### src/rtl/instr_prefetch_queue.sv
// rtl/instr_prefetch_queue.sv - DEPTH-entry instruction prefetch FIFO with registered field-decoded output
module instr_prefetch_queue #(
  parameter int DEPTH    = 4,
  parameter int SIGN_EXT = 1,
  parameter int PC_W     = 32
) (
  input  logic                     clk,
  input  logic                     rst,
  input  logic                     in_valid,
  input  logic [31:0]              in_instr,
  input  logic [PC_W-1:0]          in_pc,
  output logic                     in_ready,
  input  logic                     ir_write,
  input  logic                     flush,
  output logic                     out_valid,
  output logic [5:0]               op,
  output logic [4:0]               rs,
  output logic [4:0]               rt,
  output logic [4:0]               rd,
  output logic [4:0]               shamt,
  output logic [5:0]               funct,
  output logic [15:0]              imm,
  output logic [31:0]              imm_ext,
  output logic [25:0]              j_imm,
  output logic [PC_W-1:0]          pc_out,
  output logic [$clog2(DEPTH):0]   count,
  output logic                     empty,
  output logic                     full
);

  localparam int AW = $clog2(DEPTH);
  localparam int CW = AW + 1;
  localparam logic [CW-1:0] FULL_CNT = CW'(DEPTH);

  // Queue storage; contents are don't-care until written, so no reset here.
  logic [31:0]     r_mem_instr [DEPTH];
  logic [PC_W-1:0] r_mem_pc    [DEPTH];

  logic [AW-1:0]   r_rd_ptr;
  logic [AW-1:0]   r_wr_ptr;
  logic [CW-1:0]   r_count;

  // Instruction register: the decoded fields are slices of r_instr.
  logic [31:0]     r_instr;
  logic [31:0]     r_imm_ext;
  logic [PC_W-1:0] r_pc;
  logic            r_out_valid;

  logic            w_full;
  logic            w_empty;
  logic            w_push;
  logic            w_pop;
  logic [31:0]     w_head_instr;
  logic [PC_W-1:0] w_head_pc;
  logic [31:0]     w_head_ext;

  // Status flags come only from the registered count, never from the handshakes.
  assign w_full  = (r_count == FULL_CNT);
  assign w_empty = (r_count == '0);

  // Push is refused when full even if a pop happens in the same cycle.
  assign w_push  = in_valid && !w_full;
  // No bypass: a pop only sees words already held in the queue.
  assign w_pop   = ir_write && !w_empty;

  assign w_head_instr = r_mem_instr[r_rd_ptr];
  assign w_head_pc    = r_mem_pc[r_rd_ptr];

  // Immediate extension is computed from the head entry so it can be registered with the fields.
  always_comb begin
    w_head_ext = {16'b0, w_head_instr[15:0]};
    if (SIGN_EXT != 0) begin
      w_head_ext = {{16{w_head_instr[15]}}, w_head_instr[15:0]};
    end
  end

  // Write accepted fetch words into the circular buffer.
  always_ff @(posedge clk) begin
    if (!rst && !flush && w_push) begin
      r_mem_instr[r_wr_ptr] <= in_instr;
      r_mem_pc[r_wr_ptr]    <= in_pc;
    end
  end

  // Pointer and occupancy tracking; flush empties the queue like reset does.
  always_ff @(posedge clk) begin
    if (rst || flush) begin
      r_rd_ptr <= '0;
      r_wr_ptr <= '0;
      r_count  <= '0;
    end else begin
      if (w_push) begin
        r_wr_ptr <= r_wr_ptr + 1'b1;
      end
      if (w_pop) begin
        r_rd_ptr <= r_rd_ptr + 1'b1;
      end
      case ({w_push, w_pop})
        2'b10:   r_count <= r_count + 1'b1;
        2'b01:   r_count <= r_count - 1'b1;
        default: r_count <= r_count;
      endcase
    end
  end

  // Load the instruction register on a pop; an empty pop or flush leaves a bubble but keeps the fields.
  always_ff @(posedge clk) begin
    if (rst) begin
      r_instr     <= '0;
      r_imm_ext   <= '0;
      r_pc        <= '0;
      r_out_valid <= 1'b0;
    end else if (flush) begin
      r_out_valid <= 1'b0;
    end else if (ir_write) begin
      if (w_pop) begin
        r_instr     <= w_head_instr;
        r_imm_ext   <= w_head_ext;
        r_pc        <= w_head_pc;
        r_out_valid <= 1'b1;
      end else begin
        r_out_valid <= 1'b0;
      end
    end
  end

  assign in_ready  = !w_full;
  assign empty     = w_empty;
  assign full      = w_full;
  assign count     = r_count;
  assign out_valid = r_out_valid;
  assign op        = r_instr[31:26];
  assign rs        = r_instr[25:21];
  assign rt        = r_instr[20:16];
  assign rd        = r_instr[15:11];
  assign shamt     = r_instr[10:6];
  assign funct     = r_instr[5:0];
  assign imm       = r_instr[15:0];
  assign j_imm     = r_instr[25:0];
  assign imm_ext   = r_imm_ext;
  assign pc_out    = r_pc;

endmodule

### config.mk
export PLATFORM = sky130hd
export DESIGN_NAME = instr_prefetch_queue
export DESIGN_NICKNAME = d
export VERILOG_FILES = /design/src/rtl/instr_prefetch_queue.sv
export SDC_FILE = /design/constraint.sdc
export NUM_CORES = 1
export LEC_CHECK = 0
export CAP_MARGIN = 20
export CORE_UTILIZATION = 56
export CTS_CLUSTER_DIAMETER = 150
export DETAILED_ROUTE_END_ITERATION = 12
export PLACE_DENSITY_LB_ADDON = 0.15
export SLEW_MARGIN = 0
export SYNTH_ARGS = -nofsm -noshare
export SYNTH_HDL_FRONTEND = slang
export SYNTH_SLANG_ARGS = --single-unit
### constraint.sdc
create_clock -name clk -period 6.5 [get_ports clk]
set_input_delay 0.65 -clock clk [delete_from_list [all_inputs] [get_ports clk]]
set_output_delay 0.65 -clock clk [all_outputs]
set_load 0.02 [all_outputs]
# Word level (Yosys, flattened, before mapping)
# Memory sizes are Yosys's and may differ from the RTL's. A register that Yosys moved wholly into a read port is not among the register bits.
# Cells that the tools add are included.
[classes] n_addsub=4 eq_ne=3 muxes=6 bitwise=1 reduce_logical=13
[ops] cell="one-hot mux 3 bit (2 select lines)" count=1
[ops] cell="adder 2 x 1 -> 2 bit (second input constant)" count=2
[ops] cell="logical AND 1 bit" count=4
[ops] cell="logical NOT 1 bit" count=4
[ops] cell="2-to-1 mux 2 bit" count=2
[ops] cell="adder 3 x 1 -> 3 bit (second input constant)" count=1
[ops] cell="== test 3 bit (second input constant)" count=1
[ops] cell="logical NOT 3 bit" count=1
[ops] cell="2-to-1 mux 1 bit" count=3
[ops] cell="AND reduction 3 bit" count=1
[ops] cell="subtractor 3 x 1 -> 3 bit (second input constant)" count=1
[ops] cell="== test 2 x 1 -> 1 bit (second input constant)" count=1
[ops] cell="== test 2 bit (second input constant)" count=1
[ops] cell="nonzero test 2 bit" count=1
[ops] cell="OR reduction 2 bit" count=1
[ops] cell="logical OR 1 bit" count=1
[ops] cell="NOT 1 bit" count=1
[word_totals] regBits=56 ram_bits=256 wordCells=35 n_memories=2
[memory_table] memory="r_mem_instr" words=4 word_bits=32 rd=1 rd_ports_with_merged_regs=1 wr=1 line="36" text="logic [31:0] r_mem_instr [DEPTH];"
[memory_table] memory="r_mem_pc" words=4 word_bits=32 rd=1 rd_ports_with_merged_regs=1 wr=1 line="37" text="logic [PC_W-1:0] r_mem_pc [DEPTH];"

# Logic depth before layout (Yosys ltp)
# Gate-level depths: netlist of the first run.
[logic_depth] ltp_word=6 ltp_mapped=10 mapped_depth_nobuf=10

# Least setup slack after synthesis of the first run
# No wires, ideal clock.
[synth_path] path_type="reg2reg" start="reg r_count[0], in the netlist count[0]" end="mem r_mem_instr[0][0] (enable)" setup_time_ns=0.429 t_arrival_ns=2.762 required_ns=6.071 path_slack_ns=3.309 stages_incl_launch_ff=5 n_path_buf=0 synth_period_minus_slack_ns=3.191 cell_sequence="dfxtp_1 > or3b_1 > inv_2 > nor2_1 > and3_1"
[synth_between] elab_chain_cells=6
[synth_lines] element="start, declared" line="41" text="logic [CW-1:0] r_count;"
[synth_lines] element="start signal, assigned" line="99" text="2'b10: r_count <= r_count + 1'b1;"
[synth_lines] element="start signal, assigned" line="100" text="2'b01: r_count <= r_count - 1'b1;"
[synth_lines] element="start signal, assigned" line="101" text="default: r_count <= r_count;"
[synth_lines] element="== test 3 bit" line="58" text="assign w_full = (r_count == FULL_CNT);"
[synth_lines] element="logical NOT 1 bit"
[synth_lines] element="named net in_ready" line="12" text="output logic in_ready,"
[synth_lines] element="logical AND 1 bit" line="62" text="assign w_push = in_valid && !w_full;"
[synth_lines] element="logical AND 1 bit" line="79" text="if (!rst && !flush && w_push) begin"
[synth_lines] element="2-to-1 mux 1 bit" line="79"
[synth_lines] element="2-to-1 mux 1 bit (implied by the code)" line="80" text="r_mem_instr[r_wr_ptr] <= in_instr;"
[synth_lines] element="end, declared" line="36"
# The timed path passes the listed nets, and every way through them passes these cells.

# Worst setup path after layout of the first run
[layout_path] start="reg r_count[2], in the netlist count[2]" end="out full"
[layout_between] elab_chain_cells=1
[layout_lines] element="== test 3 bit" line="58"
[layout_lines] element="end, declared" line="28" text="output logic full"
# Every way passes these cells.

==> results of run 1 <==
## stage by stage
stage	setup slack, ps	area [um^2]	hold WS, ps	total power, mW
after floorplan	3310	12200	484	2.46
after global placement	3570	14000	465	2.56
after detailed placement	3500	14000	470	2.56
after CTS	3650	15200	487	4.49
after global routing	3590	15200	503	4.58
final	3670	15200	483	4.45
## per-layer routing
metal  track usage  vias up  part of all wire
met5             0        -            0.0012
met4        0.0699        4             0.017
met3        0.0405       32             0.063
met2         0.364      209              0.52
met1         0.265     3012              0.40
li1              -     2670                 -
## flip-flops by register name, indices dropped and copies added, names as in the netlist, named ones only
register	cells
count	3
out_valid	1
pc_out	32
r_instr	32
r_mem_instr	128
r_mem_pc	128
r_rd_ptr	2
r_wr_ptr	2
## layout by cell type (no fill, tap or decap), types with 2 or more instances in the layout
master | Yosys | routed
clkbuf_8 | 0 | 3
clkbuf_1 | 10 | 10
clkbuf_16 | 0 | 37
clkdlybuf4s50_1 | 0 | 213
nor2_1 | 8 | 8
a21oi_1 | 5 | 5
inv_2 | 2 | 2
clkinv_1 | 0 | 6
o21ai_0 | 3 | 3
clkinv_2 | 0 | 3
dfxtp_2 | 0 | 4
a22o_1 | 64 | 64
inv_1 | 8 | 8
edfxtp_1 | 256 | 256
nand3_1 | 2 | 2
buf_4 | 80 | 4
xor2_1 | 3 | 3
ha_1 | 5 | 5
bufinv_16 | 0 | 3
dfxtp_1 | 74 | 70
mux4_2 | 64 | 64
and3_4 | 0 | 4
## area by class of cell
cell class	count	area, um^2
clock buffers	50	1000
well taps	275	344
clock inverters	12	128
repair buffers	217	2160
fillers	1301	6040
inverters	10	37.5
multi-input cells	169	2330
flip-flops and latches	330	9170
## final timing paths
| check | slack (ps) | endpoint | from |
|---|---|---|---|
| max reg2reg | 3900 | pc_out[26] | count[2] |
| min reg2reg | 480 | pc_out[29] | pc_out[29] |
| min | 480 | pc_out[29] | pc_out[29] |
| max | 3670 | full | count[2] |
## cell families after synthesis
| family | Yosys count | synth area share |
|---|---|---|
| buf+inv | 112 | 0.0602 |
| compound gates | 75 | 0.0523 |
| fa+ha+maj | 6 | 0.00677 |
| mux | 64 | 0.118 |
| flops | 330 | 0.751 |
| simple gates | 20 | 0.00851 |
| xor+xnor | 4 | 0.00287 |
## power by group
group | switching [mW] | total, mW | leakage, nW | internal [mW]
clock | 0.742 | 1.93 | 0.553 | 1.19
combinational | 0.0997 | 0.203 | 1.45 | 0.103
sequential | 0.0151 | 2.31 | 2.91 | 2.30
## worst register-to-register path, stage by stage, from the launching register on
cell	delay, ps
dfxtp_1	400
o31ai_2	470
inv_2	130
a21oi_4	740
buf_4	550
a22o_1	240
==> flow_summary.toml, run 1 <==
[outcome]
outcome = "completed"

[clock_tree]
clock_latency_ps = 500
root_buffer = "clkbuf_16"
cts_resized = 0
clkTransAtPathRegs_ps = 60
cts_setup_buffers = 0
cts_max_level = 2
cts_sinks = 330
max-clock-path-buffers = 3
cts_tree = "done"
cts_hold_buf = 0
cts_buffers = 34

[placed_design]
portBuffers = 213
gp_congestion = 0.693
placed_cells = 1001
dp_hpwl_mm = 12.8

[setup_path]
required_ps = 5850
worstPathArrival_ps = 2180
worstPathBufferInverterCount = 2
path_delay_family = "buffers and inverters"
crit_chain = "or3b_1, inv_2, clkdlybuf4s50_1"
slowest_stage = "clkdlybuf4s50_1"
end_kind = "output port"
r2r_cells = 5
start_kind = "flip-flop"
critPathMaxFanout = 7
crit_type = "flip-flop to output port"
cp_slowest_stage_delay_ps = 600
crit_cells = 3

[drt]
ant_nets = 0
wirelength_mm = 22.7
wire_per_inst_um = 21.3
dr_total_vias = 5927
first_pass_iters = 5
vias_per_cell = 5.58
drc = 0
drt_iter0_drc = 314

[power]
p_per_area_nw_per_um2 = 293
peakVddDrop_mv = 0.233
p_leak_nw = 4.92

[logic_synthesis]
yosys-top-cells-area = "edfxtp_1, dfxtp_1, mux4_2"
syn-instance-count = 611
synth-seq-cells = 330
async_reset_ff_frac = 0
ys.warnings.count = 0
synth-seq-area-share = 0.751
syn-num-nets = 686
synth_area_um2 = 12200
synth_area_leader_cell = "edfxtp_1"
synthFlopType = "edfxtp_1"
synth_cell_types = 28
synth.avg_cell_area_um2 = 20.0
synth-edff-count = 256
synth.most_common_cell = "edfxtp_1"
synthDominantCellAreaShare = 0.630
synthTopCellsByCount = "edfxtp_1, buf_4, dfxtp_1"

[hold_path]
min_path_type = "flip-flop to flip-flop"
hold_depth = 1

[timing]
slew_headroom = 0.291
finalHoldViolations = 0
worst_clock_skew_ps = 20.8
setup_viol = 0
rsz0062_at_grt = "false"
fin_crit_ps = 2830
slew_violations = 0
fmax_mhz = 353
tns_ps = 0
tightestPinTransition_ps = 1060
period_share = 0.436

[final_layout]
drive_gt1_frac = 0.161
nets = 837
layout.cells.non_filler = 1063
areaGrowthSynthToFinish_pct = 24.3
finish.utilization = 0.715
diodes = 0

[global_routing]
grt_max_degree = 65
antenna_found_initial = 2
grt_pass1_wl_mm = 34.5
globalRouteTotalUtil = 0.210
grt_pass1_vias = 6172
gr-total-overflow = 0

[job]
drv_cap = 0

[floorplanning]
chipHeight_um = 150
start_util = 0.575
core_um2 = 21200
floorplan.rows = 53
ios = 214
die-area_um2 = 22400
fp.dieW_um = 150
Note: power is estimated with default switching activity, not from simulation.
==> inputs of run 2 (changes only) <==
- CORE_UTILIZATION: 56 -> 47
- clock period: 6.5 -> 2.25 ns (I/O delays scaled with it)
==> run 2 against run 1 <==
Cell count rose by 7.1%. Global-route usage fell by 3.2 points. Clock skew fell by 4.4 ps. Sequential share of layout area fell by 1.8 points. Non-clock buffer count rose by 20. Via count rose by 2.0%. Total power rose to 2.9 times the previous value. Register-to-register slack got worse by 3900 ps. Largest power group unchanged. Clock-buffer cell count fell by 9. Die area rose by 19%.
==> flow_summary.toml, run 2 (synthesis results as in run 1) <==
[placed_design]
dp_hpwl_mm = 14.1
dp_slack_ps = -18.5
portBuffers = 213
gp_congestion = 0.773
placed_cells = 1073

[drt]
met2_length_mm = 11.8
drt-met1-wl_mm = 9.55
ant_nets = 0
vias_per_cell = 5.31
drc = 0
wire_per_inst_um = 20.3
dr_total_vias = 6045
first_pass_iters = 4
wirelength_mm = 23.1
top_layer_used = "met5"
drt_iter0_drc = 339
wl_met3_mm = 1.37

[power]
switching_share = 0.197
clockPowerShare = 0.439
p_comb_frac = 0.049
p_switching_mw = 2.57
p_per_area_nw_per_um2 = 831
internal_power_mw = 10.5
p_seq_frac = 0.513
p_leak_nw = 5.09
peakVddDrop_mv = 0.473

[global_routing]
antenna_found_initial = 2
grt_pass1_vias = 6366
gr-total-overflow = 0
grt_max_degree = 38
grt_pass1_wl_mm = 35.4
globalRouteTotalUtil = 0.178

[final_layout]
layout.cells.non_filler = 1138
final-seq-area_um2 = 9190
mostFrequentLayoutCell = "edfxtp_1"
nets = 857
top_regs = "r_mem_instr (128), r_mem_pc (128)"
fillCellCount = 1756
finish.utilization = 0.618
drive_gt1_frac = 0.202
areaGrowthSynthToFinish_pct = 28.3
layout_common_cells = "edfxtp_1, clkdlybuf4s50_1, dfxtp_1"
multi_input_area_um2 = 2340

[setup_path]
critPathMaxFanout = 7
required_ps = 2680
worstPathArrival_ps = 2640
rr_endpoint = "count[2]"
crit_path_frequent_cell = "inv_1"
r2r_cells = 10
cp_slowest_stage_delay_ps = 400
end_kind = "flip-flop"
crit_type = "flip-flop to flip-flop"
r2r_setup_slack_ps = 40
crit_chain = "or3b_4, inv_4, nor2_1, inv_1, ha_4, inv_1, fa_2, xor2_1, or3_1, a21oi_1"
slowest_stage = "or3b_4"
r2r_start = "count[1]"
start_kind = "flip-flop"

[clock_tree]
root_buffer = "clkbuf_16"
cts_sinks = 330
max-clock-path-buffers = 3
clock_latency_ps = 500
clkTransAtPathRegs_ps = 60
cts_buffers = 34
cts_tree = "done"
cts_max_level = 2

[floorplanning]
fp.dieW_um = 163
start_util = 0.482
ios = 214
chipHeight_um = 163
floorplan.rows = 58
die-area_um2 = 26600
core_um2 = 25300

[timing]
fmax_mhz = 452
setup_viol = 0
tightestPinTransition_ps = 633
tns_ps = 0
finalHoldViolations = 0
rsz0062_at_grt = "true"
worst_clock_skew_ps = 16.4
fin_crit_ps = 2210
slew_headroom = 0.573
layout_setup_ws_ps = 39.1
period_share = 0.983
slew_violations = 0

[job]
drv_cap = 0

[hold_path]
min_path_type = "input port to flip-flop"
hp-start = "in_pc[6]"
hold_depth = 1
whs_endpoint = "r_mem_pc[2][6]"

[outcome]
outcome = "completed"
[run 2: changes by cell type in the layout (fill, tap and decap cells not counted), moves of 3 or more]
cell	previous run	this run
buf_12	0	16
clkinv_4	0	6
clkbuf_1	10	5
clkinv_1	6	1
buf_4	4	8
dfxtp_1	70	66
dfxtp_4	0	3
[run 2: power groups by stage]
stage / combinational, mW / sequential (mW) / clock [mW]
floorplan: 0.270 / 6.84 / 0
global placement: 0.614 / 6.80 / 0
detailed placement: 0.629 / 6.81 / 0
CTS: 0.637 / 6.67 / 5.84
global route: 0.677 / 6.68 / 6.07
finish: 0.634 / 6.67 / 5.71
[run 2: layout make-up]
class / instances / share of cell area
antenna: 1 / 0.000160
clock inverter: 20 / 0.0163
sequential: 330 / 0.587
inverter: 10 / 0.00256
timing repair buffer: 237 / 0.160
multi-input combinational: 169 / 0.150
clock buffer: 41 / 0.0580
tap: 330 / 0.0264
[run 2: routing by layer]
layer  vias to the layer above  track usage
li1                       2719            -
met1                      3078        0.224
met2                       205        0.303
met3                        41       0.0455
met4                         2       0.0527
met5                         -            0
[run 2: worst max-delay path by stage]
stage,startpoint,endpoint,depth (start not counted),slack [ps]
after CTS,count[1],count[2],10,10
after global placement,count[2],count[2],10,120
after floorplan,count[2],count[2],10,2
after global routing,count[1],count[2],10,-60
final,count[1],count[2],10,40
after detailed placement,ir_write,count[2],9,-20
[run 2: timing repair]
action	4_1_cts	5_1_grt
hold buffers	0	0
resized for setup	2	2
buffers inserted	3	0
endpoints found under the setup margin	1	19
gates cloned	0	0
pin swaps	1	1
[run 2: metrics by stage]
step | area [um^2] | power, mW | hold WS (ps)
after detailed placement | 14500 | 7.44 | 465
after floorplan | 12200 | 7.11 | 324
final | 15700 | 13.0 | 356
after global routing | 15700 | 13.4 | 339
after global placement | 14500 | 7.42 | 463
after CTS | 15600 | 13.2 | 335
[run 2: worst max-delay path: cells and delay by family (launching register included)]
kind | cells | cell delay (ps)
DFF | 1 | 370
xor gates and xnor gates | 1 | 160
adders and majority gates | 2 | 480
AOI/OAI and AO/OA | 1 | 140
buffers and inverters | 3 | 220
and+or+nand+nor | 3 | 760
==> inputs of run 3 (changes only) <==
- CELL_PAD_IN_SITES_DETAIL_PLACEMENT: default -> 2
- CELL_PAD_IN_SITES_GLOBAL_PLACEMENT: default -> 2
- CORE_MARGIN: default -> 4
- CORE_UTILIZATION: 47 -> 35
==> run 3 against run 2 <==
The flow now finishes with violations (setup timing). Sequential share of layout area is 0.51 points lower. Final area up 0.83%. Clock skew fell by 8.5 ps. Critical path type unchanged. Largest cell class unchanged. Highest routed layer unchanged.
==> flow_summary.toml, run 3 (synthesis results as in run 1) <==
[outcome]
outcome = "complete, but fails checks"
violations = "setup timing"

[timing]
setup_viol = 1
layout_setup_ws_ps = -10.3
tns_ps = -10.3
tightestPinTransition_ps = 492
slew_violations = 0
fin_crit_ps = 2260
worst_clock_skew_ps = 7.89
finalHoldViolations = 0
slew_headroom = 0.668
period_share = 1.00
fmax_mhz = 442
rsz0062_at_grt = "true"

[global_routing]
gr-total-overflow = 0
grt_max_degree = 65
grt_pass1_wl_mm = 43.8
antenna_found_initial = 4
grt_pass1_vias = 7149
globalRouteTotalUtil = 0.148

[power]
p_per_area_nw_per_um2 = 815
p_switching_mw = 2.57
p_leak_nw = 5.10
switching_share = 0.200
clockPowerShare = 0.431
p_seq_frac = 0.519
peakVddDrop_mv = 0.372
internal_power_mw = 10.3
p_total_mw = 12.9
p_comb_frac = 0.050

[setup_path]
r2r_setup_slack_ps = -10
crit_cells = 10
worstPathArrival_ps = 2670
end_kind = "flip-flop"
path_delay_family = "simple AND/OR/NAND/NOR gates"
r2r_cells = 10
worstPathBufferInverterCount = 3
crit_type = "flip-flop to flip-flop"
crit_chain = "or3b_4, inv_4, nor2_2, inv_2, ha_4, inv_2, fa_2, xor2_2, or3_4, a21oi_2"
required_ps = 2660
cp_slowest_stage_delay_ps = 400
slowest_stage = "or3b_4"
start_kind = "flip-flop"
critPathMaxFanout = 2
crit_path_frequent_cell = "inv_2"

[clock_tree]
max-clock-path-buffers = 3
cts_max_level = 2
root_buffer = "clkbuf_16"
cts_hold_buf = 0
clock_latency_ps = 490
clkTransAtPathRegs_ps = 60
cts_sinks = 330
cts_tree = "done"
cts_buffers = 37

[drt]
first_pass_iters = 5
top_layer_used = "met5"
wl_met3_mm = 1.64
drt_iter0_drc = 287
wirelength_mm = 28.6
drt-met1-wl_mm = 11.8
ant_nets = 0
dr_total_vias = 6241
drc = 0
met2_length_mm = 14.8
wire_per_inst_um = 22.5
vias_per_cell = 4.91

[floorplanning]
floorplan.rows = 68
start_util = 0.354
chipHeight_um = 195
die-area_um2 = 37900
fp.dieW_um = 195
core_um2 = 34500
ios = 214

[hold_path]
hold_depth = 1
min_path_type = "input port to flip-flop"

[placed_design]
gp_congestion = 0.713
dp_slack_ps = -92.9
dp_hpwl_mm = 17.8
portBuffers = 213

[final_layout]
layout_common_cells = "edfxtp_1, clkdlybuf4s50_1, dfxtp_1"
areaGrowthSynthToFinish_pct = 29.4
finish.utilization = 0.458
top_regs = "r_mem_instr (128), r_mem_pc (128)"
mostFrequentLayoutCell = "edfxtp_1"
drive_gt1_frac = 0.204
nets = 863

[job]
drv_cap = 0
run 3: changes by cell type in the layout (fill, tap and decap cells not counted), sizes merged:
cell	change
clkinvlp	-2
clkbuf	+14
buf	+3
bufinv	-4
clkdlybuf4s50	-1
inv	-1
dlymetal6s2s	+1
clkinv	-3
run 3: worst register-to-register path: cells and delay by family (launching register included):
family                     cells  cell delay, ps
AOI/OAI and AO/OA              1             140
xor gates and xnor gates       1             190
adders and majority gates      2             500
buffers and inverters          3             170
DFF                            1             350
and+or+nand+nor                3             840
run 3: per-stage QoR:
stage / std cells / area, um^2 / hold slack, ps
after floorplan: 611 / 12200 / 324
after global placement: 1198 / 14600 / 463
after detailed placement: 1198 / 14600 / 466
after CTS: 1269 / 15800 / 346
after global routing: 1269 / 15800 / 354
final: 1270 / 15800 / 371
run 3: metal layers:
metal | up-vias | track usage
li1 | 2731 | -
met1 | 3287 | 0.184
met2 | 178 | 0.262
met3 | 37 | 0.0383
met4 | 8 | 0.0287
met5 | - | 0
run 3: layout make-up:
type	instances	area, um^2
inverter	10	40.0
clock inverter	10	70.1
sequential	330	9180
tap	455	569
fill	3140	18700
antenna	1	2.50
multi-input combinational	169	2360
timing repair buffer	240	2510
clock buffer	55	1050
run 3: final timing paths:
| path | start | endpoint |
|---|---|---|
| max | count[2] | count[2] |
| min | in_instr[15] | r_mem_instr[0][15] |
| max reg2reg | count[2] | count[2] |
| min reg2reg | r_instr[26] | r_instr[26] |
run 3: repair_timing:
| item | 4_1_cts | 5_1_grt |
|---|---|---|
| pin swaps | 5 | 0 |
| setup buffers | 6 | 0 |
| resized for setup | 7 | 3 |
| setup endpoints to repair | 1 | 22 |
run 3: power groups by stage:
stage	combinational [mW]	sequential [mW]	clock (mW)
after floorplan	0.270	6.84	0
after global placement	0.623	6.80	0
after detailed placement	0.648	6.81	0
after CTS	0.662	6.68	5.76
after global routing	0.695	6.69	6.03
final	0.647	6.68	5.55
